--- src/rtl/uart_rx_frame_if.sv ---
`default_nettype none
// ============================================================================
// Module   : uart_rx_frame_if
// Purpose  : Bundle of the UART receiver's line and consumer signals.
//            slave  modport -> receiver side (drives byte/flags)
//            master modport -> line driver / byte consumer side
// Signals  : RX       serial line, idles high
//            clr_rdy  consumer acknowledge, clears rdy
//            rx_data  last good received byte
//            rdy      sticky byte-waiting flag
//            frm_err  1-cycle pulse, stop bit sampled low
//            ovr      1-cycle pulse, good byte completed while rdy still high
// Revision : 1.0 - initial release
// ============================================================================
interface uart_rx_frame_if;
  logic       RX;
  logic       clr_rdy;
  logic [7:0] rx_data;
  logic       rdy;
  logic       frm_err;
  logic       ovr;

  modport slave  (input RX, clr_rdy, output rx_data, rdy, frm_err, ovr);
  modport master (output RX, clr_rdy, input rx_data, rdy, frm_err, ovr);
endinterface
`default_nettype wire

--- src/rtl/uart_rx_frame.sv ---
`default_nettype none
// ============================================================================
// Module   : uart_rx_frame
// Purpose  : 8N1 UART receiver. Synchronises RX, detects the start edge,
//            samples each bit mid-cell with a baud counter and presents the
//            byte with a sticky rdy flag, plus framing/overrun pulses.
// Ports    : clk    system clock
//            rst_n  asynchronous active-low reset
//            bus    uart_rx_frame_if.slave (RX, clr_rdy in; rx_data, rdy,
//                   frm_err, ovr out)
// Revision : 1.0 - initial release
// ============================================================================
module uart_rx_frame #(
  parameter int BAUD_DIV = 2604
) (
  input  wire logic       clk,
  input  wire logic       rst_n,
  uart_rx_frame_if.slave  bus
);

  localparam logic [11:0] c_HALF   = 12'(BAUD_DIV / 2);
  localparam logic [11:0] c_RELOAD = 12'(BAUD_DIV - 1);

  typedef enum logic [0:0] {
    S_IDLE = 1'b0,
    S_RCV  = 1'b1
  } state_t;

  // Synchroniser and edge history; all reset high so reset never looks like a start
  logic r_rx_meta;
  logic r_rx_s;
  logic r_rx_prev;

  state_t      r_state,    w_state_nxt;
  logic [11:0] r_baud_cnt, w_baud_nxt;
  logic [3:0]  r_bit_cnt,  w_bit_nxt;
  logic [8:0]  r_shift,    w_shift_nxt;
  logic [7:0]  r_rx_data,  w_data_nxt;
  logic        r_rdy,      w_rdy_nxt;
  logic        r_frm_err,  w_frm_nxt;
  logic        r_ovr,      w_ovr_nxt;

  logic w_start;
  // Sample 0 (start bit) is shifted in too and falls off the LSB unused
  logic w_unused;

  assign w_start  = r_rx_prev & ~r_rx_s;
  assign w_unused = r_shift[0];

  always_ff @(posedge clk or negedge rst_n) begin
    if (!rst_n) begin
      r_rx_meta  <= 1'b1;
      r_rx_s     <= 1'b1;
      r_rx_prev  <= 1'b1;
      r_state    <= S_IDLE;
      r_baud_cnt <= 12'd0;
      r_bit_cnt  <= 4'd0;
      r_shift    <= 9'd0;
      r_rx_data  <= 8'h00;
      r_rdy      <= 1'b0;
      r_frm_err  <= 1'b0;
      r_ovr      <= 1'b0;
    end else begin
      r_rx_meta  <= bus.RX;
      r_rx_s     <= r_rx_meta;
      r_rx_prev  <= r_rx_s;
      r_state    <= w_state_nxt;
      r_baud_cnt <= w_baud_nxt;
      r_bit_cnt  <= w_bit_nxt;
      r_shift    <= w_shift_nxt;
      r_rx_data  <= w_data_nxt;
      r_rdy      <= w_rdy_nxt;
      r_frm_err  <= w_frm_nxt;
      r_ovr      <= w_ovr_nxt;
    end
  end

  always_comb begin
    w_state_nxt = r_state;
    w_baud_nxt  = r_baud_cnt;
    w_bit_nxt   = r_bit_cnt;
    w_shift_nxt = r_shift;
    w_data_nxt  = r_rx_data;
    // Consumer clear is the default; frame start and completion override it
    w_rdy_nxt   = r_rdy & ~bus.clr_rdy;
    w_frm_nxt   = 1'b0;
    w_ovr_nxt   = 1'b0;

    case (r_state)
      S_IDLE: begin
        if (w_start) begin
          w_baud_nxt  = c_HALF;
          w_bit_nxt   = 4'd0;
          w_rdy_nxt   = 1'b0;   // a new frame invalidates the old byte
          w_state_nxt = S_RCV;
        end
      end

      S_RCV: begin
        if (r_baud_cnt == 12'd0) begin
          w_baud_nxt  = c_RELOAD;
          w_shift_nxt = {r_rx_s, r_shift[8:1]};
          if (r_bit_cnt != 4'd9) begin
            w_bit_nxt = r_bit_cnt + 4'd1;
          end
          if ((r_bit_cnt == 4'd0) && r_rx_s) begin
            // Start bit high at mid-cell: line glitch, drop silently
            w_state_nxt = S_IDLE;
          end else if (r_bit_cnt == 4'd9) begin
            w_state_nxt = S_IDLE;
            if (r_rx_s) begin
              // r_shift[8:1] holds data bits 7..0; set wins over clr_rdy
              w_data_nxt = r_shift[8:1];
              w_rdy_nxt  = 1'b1;
              w_ovr_nxt  = r_rdy & ~bus.clr_rdy;
            end else begin
              w_frm_nxt = 1'b1;
            end
          end
        end else begin
          w_baud_nxt = r_baud_cnt - 12'd1;
        end
      end

      default: w_state_nxt = S_IDLE;
    endcase
  end

  assign bus.rx_data = r_rx_data;
  assign bus.rdy     = r_rdy;
  assign bus.frm_err = r_frm_err;
  assign bus.ovr     = r_ovr;

endmodule
`default_nettype wire

--- src/flat_wrapper.sv ---
// flat-port wrapper written by rule: the top's interface ports become plain ports
module uart_rx_frame_flat 
#(
  parameter int BAUD_DIV = 2604
)
  (clk, rst_n, bus_RX, bus_clr_rdy, bus_rx_data, bus_rdy, bus_frm_err, bus_ovr);
  uart_rx_frame_if bus_i ();
  input  wire logic clk;
  input  wire logic rst_n;
  input wire logic [$bits(bus_i.RX)-1:0] bus_RX;
  input wire logic [$bits(bus_i.clr_rdy)-1:0] bus_clr_rdy;
  output wire logic [$bits(bus_i.rx_data)-1:0] bus_rx_data;
  output wire logic [$bits(bus_i.rdy)-1:0] bus_rdy;
  output wire logic [$bits(bus_i.frm_err)-1:0] bus_frm_err;
  output wire logic [$bits(bus_i.ovr)-1:0] bus_ovr;
  assign bus_i.RX = bus_RX;
  assign bus_i.clr_rdy = bus_clr_rdy;
  assign bus_rx_data = bus_i.rx_data;
  assign bus_rdy = bus_i.rdy;
  assign bus_frm_err = bus_i.frm_err;
  assign bus_ovr = bus_i.ovr;
  uart_rx_frame #(.BAUD_DIV(BAUD_DIV)) u_core (.clk(clk), .rst_n(rst_n), .bus(bus_i));
endmodule
--- config.mk ---
export PLATFORM = sky130hd
export DESIGN_NAME = uart_rx_frame_flat
export DESIGN_NICKNAME = d
export VERILOG_FILES = /design/src/rtl/uart_rx_frame_if.sv /design/src/rtl/uart_rx_frame.sv /design/src/flat_wrapper.sv
export SDC_FILE = /design/constraint.sdc
export NUM_CORES = 1
export LEC_CHECK = 0
export CAP_MARGIN = 20
export CORE_UTILIZATION = 35
export CTS_BUF_LIST = sky130_fd_sc_hd__clkbuf_4 sky130_fd_sc_hd__clkbuf_8
export DETAILED_ROUTE_END_ITERATION = 8
export HOLD_SLACK_MARGIN = 0.03
export PLACE_DENSITY = 0.53
export SYNTH_ARGS = -nofsm -noshare
export SYNTH_HDL_FRONTEND = slang
export SYNTH_SLANG_ARGS = --single-unit
export TNS_END_PERCENT = 20
--- constraint.sdc ---
create_clock -name clk -period 2.2 [get_ports clk]
set_clock_uncertainty 0.1 [all_clocks]
set_input_delay 0.66 -clock clk [delete_from_list [all_inputs] [get_ports clk]]
set_output_delay 0.66 -clock clk [all_outputs]
set_load 0.1 [all_outputs]
==> impl_metrics.csv, run 1 <==
group,metric,value,unit
logic_synthesis,synth_edf_count,0,
sta,max_freq,476,MHz
drt,drt-initial-drc-count,62,
worst_setup_path,crit_end,"u_core.bus.rx_data[5]",
drt,wl_met1,1740,um
sta,worst_slew_pin_slew,0.511,ns
logic_synthesis,synthTopCellsByArea,"dfrtp_1, mux2_2, dfstp_2",
cts,hold_buffers,0,
logic_synthesis,ys_async_sr_fraction,1.00,
place,place_congestion,0.823,
worst_setup_path,worstPathArrival,2.17,ns
drt,vias_per_cell,5.33,
sta,hold_violations,0,
cts,cts_buffer_depth,2,
worst_setup_path,cp.required,2.27,ns
worst_setup_path,r2r_cells,6,
logic_synthesis,synthFlopType,"dfrtp_1",
layout,antenna_cells,0,
global_routing,track_usage,0.159,
drt,maxUsedRoutingLayer,"met4",
logic_synthesis,yosysTopAreaCellShare,0.492,
place,io_buffers,14,
drt,post-route-drc-count,0,
logic_synthesis,yosysWarningCount,0,
worst_setup_path,regToRegEndpoint,"u_core.bus.rx_data[5]",
cts,cts-root-buf,"clkbuf_8",
place,hpwl,2660,um
floorplan,die_area,5520,um2
layout,final_util,0.470,
logic_synthesis,synth-seq-area-share,0.536,
sta,tns,0,ns
sta,setup-violations-final,0,
pwr,ir_drop,0.368,mV
logic_synthesis,syn_area,1830,um2
cts,cts_setup_buffers,0,
cts,clk_pin_slew_worst_paths,0.07,ns
cts,tritoncts,"yes",
logic_synthesis,yosysMostFrequentCell,"dfrtp_1",
drt,dr_wl_met2,1830,um
layout,nets,187,
worst_setup_path,worst_setup_path_end_kind,"register",
drt,dr.pass1.iters,4,
logic_synthesis,synth.largest_area_cell,"dfrtp_1",
logic_synthesis,synth.distinct_cells,43,
floorplan,io_pins,15,
floorplan,initial_core_util,0.375,
flow_run,max-cap-violations,0,
global_routing,grt_pass1_wl,6420,um
drt,antenna_left,0,
worst_setup_path,worst-path-max-fanout,10,
worst_setup_path,cp_slowest_cell,"nor3_4",
sta,drv_slew,0,
pwr,power.density,910,nW/um2
logic_synthesis,yosys-top-cells-count,"dfrtp_1, mux2_2, nand2_1",
layout,syn2layout_area_growth,25.4,%
sta,whs,0.260,ns
logic_synthesis,netlist_instances,154,
floorplan,rows,25,
worst_setup_path,worst-r2r-setup-slack,0.1,ns
floorplan,die_h,74.3,um
worst_setup_path,crit_start,"u_core.r_bit_cnt[1]",
worst_hold_path,min_from,"u_core.r_rx_meta",
sta,rsz0062_at_grt,"false",
drt,wl_per_cell,15.4,um
logic_synthesis,synth_nets,163,
drt,drt_wl_total,3780,um
worst_setup_path,r2r_start,"u_core.r_bit_cnt[1]",
cts,cts_buffers,5,
global_routing,grt_max_degree,40,
global_routing,grt_pass1_vias,1365,
worst_setup_path,slowest_delay,0.42,ns
cts,htreeDepth,2,
logic_synthesis,syn_avg_cell_area,11.9,um2
cts,cts.sinks,39,
worst_setup_path,path_cells,"inv_1, ha_1, and3b_1, nand2_1, nor3_4, mux2_2",
drt,vias,1305,
global_routing,grt_overflow_total,0,
worst_setup_path,critical_path_class,"reg -> reg",
sta,period_share,0.955,
sta,fin_crit,2.10,ns
pwr,p_leak,1.02,nW
layout,drive_above_1_share,0.315,
worst_hold_path,hold_path_class,"reg -> reg",
drt,wl_met3,122,um
cts,cts-resized-gates,0,
sta,relSlewSlack,0.658,
cts,clk_latency,0.29,ns
global_routing,grt_antenna_before_repair,0,
status,status,"finished clean",
floorplan,core,4880,um2
floorplan,die_w,74.3,um
logic_synthesis,ys_ff_latch,39,
worst_setup_path,start_kind,"register",
-- critical path, delay by kind of cell, from the launching register on --
family | cells | cell delay (ns)
fa+ha+maj | 1 | 0.20
flops | 1 | 0.41
simple gates | 3 | 0.77
mux | 1 | 0.40
buf+inv | 1 | 0.11
-- where the power goes --
part	leakage [nW]	switching, mW	total (mW)	internal [mW]
logic	0.463	0.266	0.522	0.257
registers	0.506	0.149	0.989	0.840
clock network	0.0547	0.232	0.577	0.345
total	1.02	0.647	2.09	1.44
-- layer usage --
metal  vias up  track usage
met2        25        0.256
met3         8       0.0407
li1        610            -
met1       662        0.197
met5         -            0
met4         0       0.0818
-- logic make-up (layout without fill, tap and decap cells) --
logic type	after synthesis	count (layout)	share of synthesized area
AND/OR/NAND/NOR	50	50	0.170
multiplexers	17	17	0.105
flip-flops	39	39	0.536
buffers and inverters	11	35	0.0267
AO/OA/AOI/OAI	29	29	0.114
XOR/XNOR	3	3	0.0144
adder cells (fa/ha/maj)	5	5	0.0342
-- per-stage QoR --
step / power, mW / worst slack (ns) / area [um2] / std cells
6_report: 2.09 / 0.0994 / 2290 / 245
5_1_grt: 2.23 / 0.00728 / 2290 / 245
3_5_place_dp: 1.52 / 0.0904 / 2190 / 238
3_3_place_gp: 1.50 / 0.198 / 2190 / 238
2_1_floorplan: 1.35 / 0.255 / 1830 / 154
4_1_cts: 2.12 / 0.0526 / 2290 / 245
-- cells in the final DEF, fill, tap and decap left out, types with 2 or more instances in the layout --
master           Yosys  routed
xnor2_1              3       3
nor2_1               6       6
a21oi_1              7       7
clkdlybuf4s50_1      0       2
nor2b_1              2       2
buf_4                0       7
mux2_2              17      17
buf_12               0      11
o21ai_0              4       4
dfrtp_1             36      36
and2_1               2       2
a221o_1              3       3
nand4b_1             2       2
o211ai_1             3       3
ha_1                 5       5
inv_1                7       7
clkbuf_8             0       5
nand4_1              3       3
nor3_1               7       7
a211o_2              2       2
nand3b_1             4       4
dfstp_2              3       3
nand3_1              3       3
nand2_1             10      10
-- flip-flops by register name, summed over array words and instances, names as in the netlist --
name / cells
u_core.r_shift: 8
u_core.bus.rx_data: 8
u_core.bus.frm_err: 1
u_core.r_rx_prev: 1
u_core.r_rx_s: 1
u_core.r_rx_meta: 1
u_core.r_baud_cnt: 12
u_core.bus.rdy: 1
u_core.r_state: 1
u_core.r_bit_cnt: 4
u_core.bus.ovr: 1
-- final cells by class --
cell class,count,area (um2)
Timing Repair Buffer,21,298
Multi-Input combinational cell,104,801
Fill cell,445,2580
Tap cell,67,83.8
Clock buffer,6,76.3
Sequential cell,39,980
Inverter,7,26.3
Clock inverter,1,30.0
-- worst min-delay path by stage --
| stage | slack, ns | endpoint | cells after the start |
|---|---|---|---|
| after floorplan | 0.25 | u_core.r_rx_s | 0 |
| after global placement | 0.25 | u_core.r_rx_s | 0 |
| after detailed placement | 0.25 | u_core.r_rx_s | 0 |
| after CTS | 0.26 | u_core.r_rx_s | 0 |
| after global routing | 0.26 | u_core.r_rx_s | 0 |
| final | 0.26 | u_core.r_rx_s | 0 |
(Power assumes the default switching activity.)
==> inputs of run 2 (changes only) <==
--- a/config.mk
+++ b/config.mk
@@ -5,12 +5,13 @@
 export SDC_FILE = /design/constraint.sdc
 export NUM_CORES = 1
 export LEC_CHECK = 0
+export ABC_AREA = 1
 export CAP_MARGIN = 20
-export CORE_UTILIZATION = 35
+export CORE_UTILIZATION = 48
 export CTS_BUF_LIST = sky130_fd_sc_hd__clkbuf_4 sky130_fd_sc_hd__clkbuf_8
 export DETAILED_ROUTE_END_ITERATION = 8
 export HOLD_SLACK_MARGIN = 0.03
-export PLACE_DENSITY = 0.53
+export PLACE_DENSITY = 0.67
 export SYNTH_ARGS = -nofsm -noshare
 export SYNTH_HDL_FRONTEND = slang
 export SYNTH_SLANG_ARGS = --single-unit
==> run 2 against run 1 <==
Effect of this change:
- final area up 7.6%
- count of clock-buffer cells in the layout unchanged
- final cell count up 28%
- register-to-register slack better by 0.29 ns
- clock power up 26%
- first-iteration DRC count up 76%
- highest routed layer unchanged
==> impl_metrics.csv, run 2 <==
group,metric,value,unit
logic_synthesis,synth_fa_ha_area_frac,0.0311,
place,hpwl,2960,um
sta,hold_violations,0,
logic_synthesis,netlist_instances,241,
logic_synthesis,synth.largest_area_cell,"dfrtp_1",
cts,cts.sinks,39,
global_routing,grt_pass1_wl,6860,um
worst_setup_path,r2r_start,"u_core.r_baud_cnt[0]",
drt,drt_wl_total,4010,um
floorplan,core,4000,um2
floorplan,initial_core_util,0.503,
logic_synthesis,yosysWarningCount,0,
sta,drv_slew,0,
logic_synthesis,syn_area,2010,um2
floorplan,die_h,66.8,um
floorplan,die_area,4460,um2
cts,clk_latency,0.30,ns
drt,dr.pass1.iters,4,
worst_setup_path,regToRegEndpoint,"u_core.bus.ovr",
flow_run,max-cap-violations,0,
floorplan,die_w,66.8,um
logic_synthesis,synth.distinct_cells,29,
pwr,ir_drop,0.509,mV
logic_synthesis,yosysTopAreaCellShare,0.447,
drt,drt-initial-drc-count,109,
logic_synthesis,synth-seq-area-share,0.487,
global_routing,grt_max_degree,24,
global_routing,grt_pass1_vias,1463,
logic_synthesis,ys_ff_latch,39,
layout,ff_latch_area,980,um2
worst_setup_path,worst-r2r-setup-slack,0.39,ns
logic_synthesis,synth_compound_area_frac,0.0994,
cts,cts_buffer_depth,2,
logic_synthesis,synth.area.mux_share,0,
logic_synthesis,synth_top_family_by_area,"simple AND/OR/NAND/NOR gates",
cts,cts_setup_buffers,0,
layout,drive_above_1_share,0.179,
logic_synthesis,syn_avg_cell_area,8.35,um2
worst_setup_path,slowest_delay,0.39,ns
cts,cts-resized-gates,0,
floorplan,rows,23,
sta,worst_slew_pin_slew,0.518,ns
logic_synthesis,yosysMostFrequentCell,"nand2_1",
place,io_buffers,14,
logic_synthesis,synth_xor_area_frac,0.0174,
pwr,p_leak,1.20,nW
sta,setup-violations-final,0,
drt,antenna_left,0,
worst_setup_path,cp.required,2.34,ns
worst_setup_path,path_cells,"inv_1, ha_1, nand2_1, nor2_1, nand3_2, nor2_2, nand3_1, nor2_1",
worst_hold_path,hold_path_class,"in -> async",
logic_synthesis,ys_async_sr_fraction,1.00,
layout,nets,271,
global_routing,track_usage,0.213,
logic_synthesis,synth_nets,250,
sta,max_freq,553,MHz
layout,fillerInstances,334,
cts,tritoncts,"yes",
sta,rsz0062_at_grt,"false",
global_routing,grt_antenna_before_repair,0,
layout,multi_input_area,876,um2
layout,antenna_cells,0,
sta,fin_crit,1.81,ns
sta,period_share,0.822,
worst_setup_path,r2r_cells,8,
logic_synthesis,synthFlopType,"dfrtp_1",
worst_setup_path,critical_path_class,"reg -> reg",
worst_setup_path,worst-path-max-fanout,11,
worst_setup_path,worst-path-buf-inv,1,
worst_setup_path,start_kind,"register",
global_routing,grt_overflow_total,0,
sta,relSlewSlack,0.655,
sta,whs,0.227,ns
drt,vias_per_cell,5.09,
floorplan,io_pins,15,
layout,layout_commonest_cell,"nand2_1",
worst_setup_path,cp_slowest_cell,"dfrtp_1",
drt,post-route-drc-count,0,
layout,final_cell_mix,"nand2_1, dfrtp_1, inv_1",
worst_setup_path,worstPathArrival,1.94,ns
cts,htreeDepth,2,
worst_setup_path,crit_start,"u_core.r_baud_cnt[0]",
pwr,power.density,941,nW/um2
worst_setup_path,crit_family,"simple AND/OR/NAND/NOR gates",
cts,hold_buffers,0,
layout,largest-register,"u_core.r_baud_cnt",
drt,vias,1593,
worst_setup_path,path_common_cell,"nor2_1",
place,place_congestion,0.866,
layout,syn2layout_area_growth,22.6,%
layout,largest_register_ffs,12,
logic_synthesis,synth-simple-area-share,0.287,
status,status,"finished clean",
worst_setup_path,worst_setup_path_end_kind,"register",
logic_synthesis,synth_edf_count,0,
cts,clk_pin_slew_worst_paths,0.08,ns
logic_synthesis,yosys-top-cells-count,"nand2_1, dfrtp_1, inv_1",
drt,wl_per_cell,12.8,um
sta,tns,0,ns
cts,cts-root-buf,"clkbuf_8",
logic_synthesis,synthTopCellsByArea,"dfrtp_1, nand2_1, nand3_1",
cts,cts_buffers,5,
## run 2: cell type report
type	count	share of cell area
clock inverter	2	0.0243
inverter	35	0.0532
multi-input combinational	162	0.355
sequential	39	0.397
timing repair buffer	19	0.115
tap	50	0.0253
clock buffer	6	0.0309
## run 2: how the worst max path moves through the flow
| stage | end | cells past startpoint |
|---|---|---|
| 2_1_floorplan | bus_rdy | 0 |
| 3_3_place_gp | u_core.bus.ovr | 8 |
| 3_5_place_dp | u_core.bus.ovr | 8 |
| 4_1_cts | u_core.bus.ovr | 8 |
| 5_1_grt | u_core.bus.ovr | 8 |
| 6_report | u_core.bus.ovr | 8 |
## run 2: cells by family (layout without fill, tap and decap cells)
group,count (synthesis),in the layout
DFF,39,39
xor gates and xnor gates,4,4
AOI/OAI and AO/OA,33,33
and+or+nand+nor,120,120
adders and majority gates,5,5
buffers and inverters,40,62
## run 2: through the flow
stage               utilization  worst slack (ns)  instance area (um2)  power [mW]  std cells
floorplan                     -             0.543                 2010        1.46        241
global placement          0.583             0.430                 2330        1.58        305
detailed placement        0.583             0.391                 2330        1.60        305
CTS                       0.617             0.388                 2470        2.34        313
global route              0.617             0.229                 2470        2.48        313
finish                    0.617             0.392                 2470        2.32        313
## run 2: report_power, final
part / total [mW] / switching (mW) / internal [mW]
Sequential: 0.978 / 0.127 / 0.851
Combinational: 0.615 / 0.390 / 0.225
Clock: 0.729 / 0.264 / 0.466
Total: 2.32 / 0.781 / 1.54
## run 2: routing by layer
metal / global-route usage / part of all wire / vias to the layer above / routed length (um)
met2: 0.298 / 0.43 / 30 / 1730
met5: 0 / 0 / - / 0
li1: - / - / 806 / -
met3: 0.0582 / 0.042 / 8 / 167
met4: 0.0931 / 0.016 / 0 / 65
met1: 0.305 / 0.51 / 749 / 2050
==> inputs of run 3 (changes only) <==
==> constraint.sdc (replaced) <==
create_clock -name clk -period 1.7 [get_ports clk]
set_clock_uncertainty 0.1 [all_clocks]
set_input_delay 0.51 -clock clk [delete_from_list [all_inputs] [get_ports clk]]
set_output_delay 0.51 -clock clk [all_outputs]
set_load 0.1 [all_outputs]
==> run 3 against run 2 <==
Effect of this change:
- maximum frequency is 14% higher
- sequential share of layout area is 0.88 points lower
- via count grew 2.0%
- global-route usage shrank 0.076 points
- critical path depth down 1
- count of clock-buffer cells in the layout unchanged
- register-to-register slack got worse by 0.27 ns
- hold slack better by 0.034 ns
- combinational power rose by 47%
- die area stayed put
- final area grew 2.3%
- final cell count up 2.2%
- critical path type unchanged
- largest cell class unchanged
- highest routed layer unchanged
==> impl_metrics.csv, run 3 (synthesis gave the netlist of run 2 again) <==
group,metric,value,unit
status,status,"finished clean",
layout,largest_register_ffs,12,
worst_setup_path,path_common_cell,"nand2_1",
floorplan,die_area,4460,um2
layout,layout_commonest_cell,"nand2_1",
cts,cts_buffers,5,
layout,final_cell_area,2520,um2
layout,final_cell_mix,"nand2_1, dfrtp_1, inv_1",
worst_setup_path,cp.required,1.77,ns
drt,dr.pass1.iters,4,
layout,syn2layout_area_growth,25.4,%
sta,drv_slew,0,
global_routing,use_met1,0.323,
sta,rsz0062_at_grt,"true",
sta,worst_slew_pin_slew,0.355,ns
flow_run,max-cap-violations,0,
worst_setup_path,path_cells,"inv_2, nand2_1, nor2_2, nand3_4, buf_12, nand2_1, o21ai_0",
drt,antenna_left,0,
worst_setup_path,critical_path_class,"reg -> reg",
sta,period_share,0.929,
global_routing,busiest_layer,"met1",
worst_setup_path,slowest_delay,0.41,ns
pwr,power.density,1110,nW/um2
drt,wl_per_cell,12.4,um
global_routing,grt_use_met3,0.0582,
global_routing,grt_util_met2,0.289,
worst_setup_path,worst_setup_path_end_kind,"register",
floorplan,die_w,66.8,um
sta,fin_crit,1.58,ns
worst_setup_path,worst-path-max-fanout,9,
floorplan,die_h,66.8,um
cts,cts-root-buf,"clkbuf_8",
cts,clk_pin_slew_worst_paths,0.08,ns
cts,clk_latency,0.29,ns
cts,tritoncts,"yes",
worst_hold_path,hold_path_class,"reg -> reg",
sta,hold_violations,0,
worst_setup_path,worst-path-buf-inv,2,
layout,final_util,0.631,
floorplan,initial_core_util,0.503,
global_routing,grt_overflow_total,0,
cts,cts_buffer_depth,2,
global_routing,grt_max_degree,27,
cts,cts.sinks,39,
layout,antenna_cells,0,
sta,relSlewSlack,0.763,
worst_setup_path,start_kind,"register",
drt,post-route-drc-count,0,
sta,setup-violations-final,0,
worst_setup_path,crit_family,"simple AND/OR/NAND/NOR gates",
pwr,p_leak,1.21,nW
place,hpwl,2870,um
pwr,power,2.81,mW
drt,drt_wl_total,3970,um
layout,largest-register,"u_core.r_baud_cnt",
layout,nets,278,
floorplan,io_pins,15,
place,place_area,2380,um2
worst_setup_path,cp_slowest_cell,"dfrtp_1",
pwr,ir_drop,0.657,mV
place,io_buffers,14,
layout,drive_above_1_share,0.211,
cts,htreeDepth,2,
global_routing,grt_pass1_vias,1444,
drt,vias,1625,
sta,max_freq,633,MHz
global_routing,grt_pass1_wl,7000,um
worst_setup_path,worstPathArrival,1.65,ns
drt,drt-initial-drc-count,145,
floorplan,rows,23,
floorplan,core,4000,um2
global_routing,grt_antenna_before_repair,0,
sta,tns,0,ns
place,place_congestion,0.963,
drt,vias_per_cell,5.08,
global_routing,track_usage,0.213,
run 3: per-stage QoR:
step	setup WS (ns)	cells	hold WS, ns
global route	-0.0330	320	0.267
CTS	0.0541	319	0.264
global placement	0.101	310	0.246
detailed placement	0.0721	310	0.253
floorplan	0.192	241	0.114
finish	0.120	320	0.261
run 3: layout make-up:
cell class              count  area [um2]
well taps                  50        62.6
clock inverters             2        12.5
repair buffers             26         363
fillers                   325        1480
clock buffers               6        76.3
inverters                  35         131
multi-input cells         162         900
flip-flops and latches     39         980
run 3: worst paths after layout:
path	depth (start not counted)	slack, ns	end	from
min in group asynchronous	2	0.55	u_core.r_baud_cnt[9]	rst_n
hold / removal	0	0.26	u_core.r_rx_s	u_core.r_rx_meta
max in group asynchronous	3	0.42	u_core.r_rx_s	rst_n
setup / recovery	7	0.12	u_core.r_shift[3]	u_core.r_baud_cnt[9]
setup reg to reg	7	0.12	u_core.r_shift[3]	u_core.r_baud_cnt[9]
hold reg to reg	0	0.26	u_core.r_rx_s	u_core.r_rx_meta
run 3: routing by layer:
| layer | vias up | wire (um) |
|---|---|---|
| li1 | 822 | - |
| met1 | 759 | 2030 |
| met2 | 40 | 1720 |
| met3 | 4 | 178 |
| met4 | 0 | 34 |
| met5 | - | 0 |
run 3: report_power, final:
| group | switching, mW | internal, mW |
|---|---|---|
| clock network | 0.323 | 0.303 |
| registers | 0.174 | 1.10 |
| logic | 0.552 | 0.354 |
| total | 1.05 | 1.76 |
run 3: what timing repair did:
action,CTS,global route
hold buffers,1,0
hold endpoints to repair,8,0
setup endpoints to repair,0,17
resized for setup,0,7
setup buffers,0,1
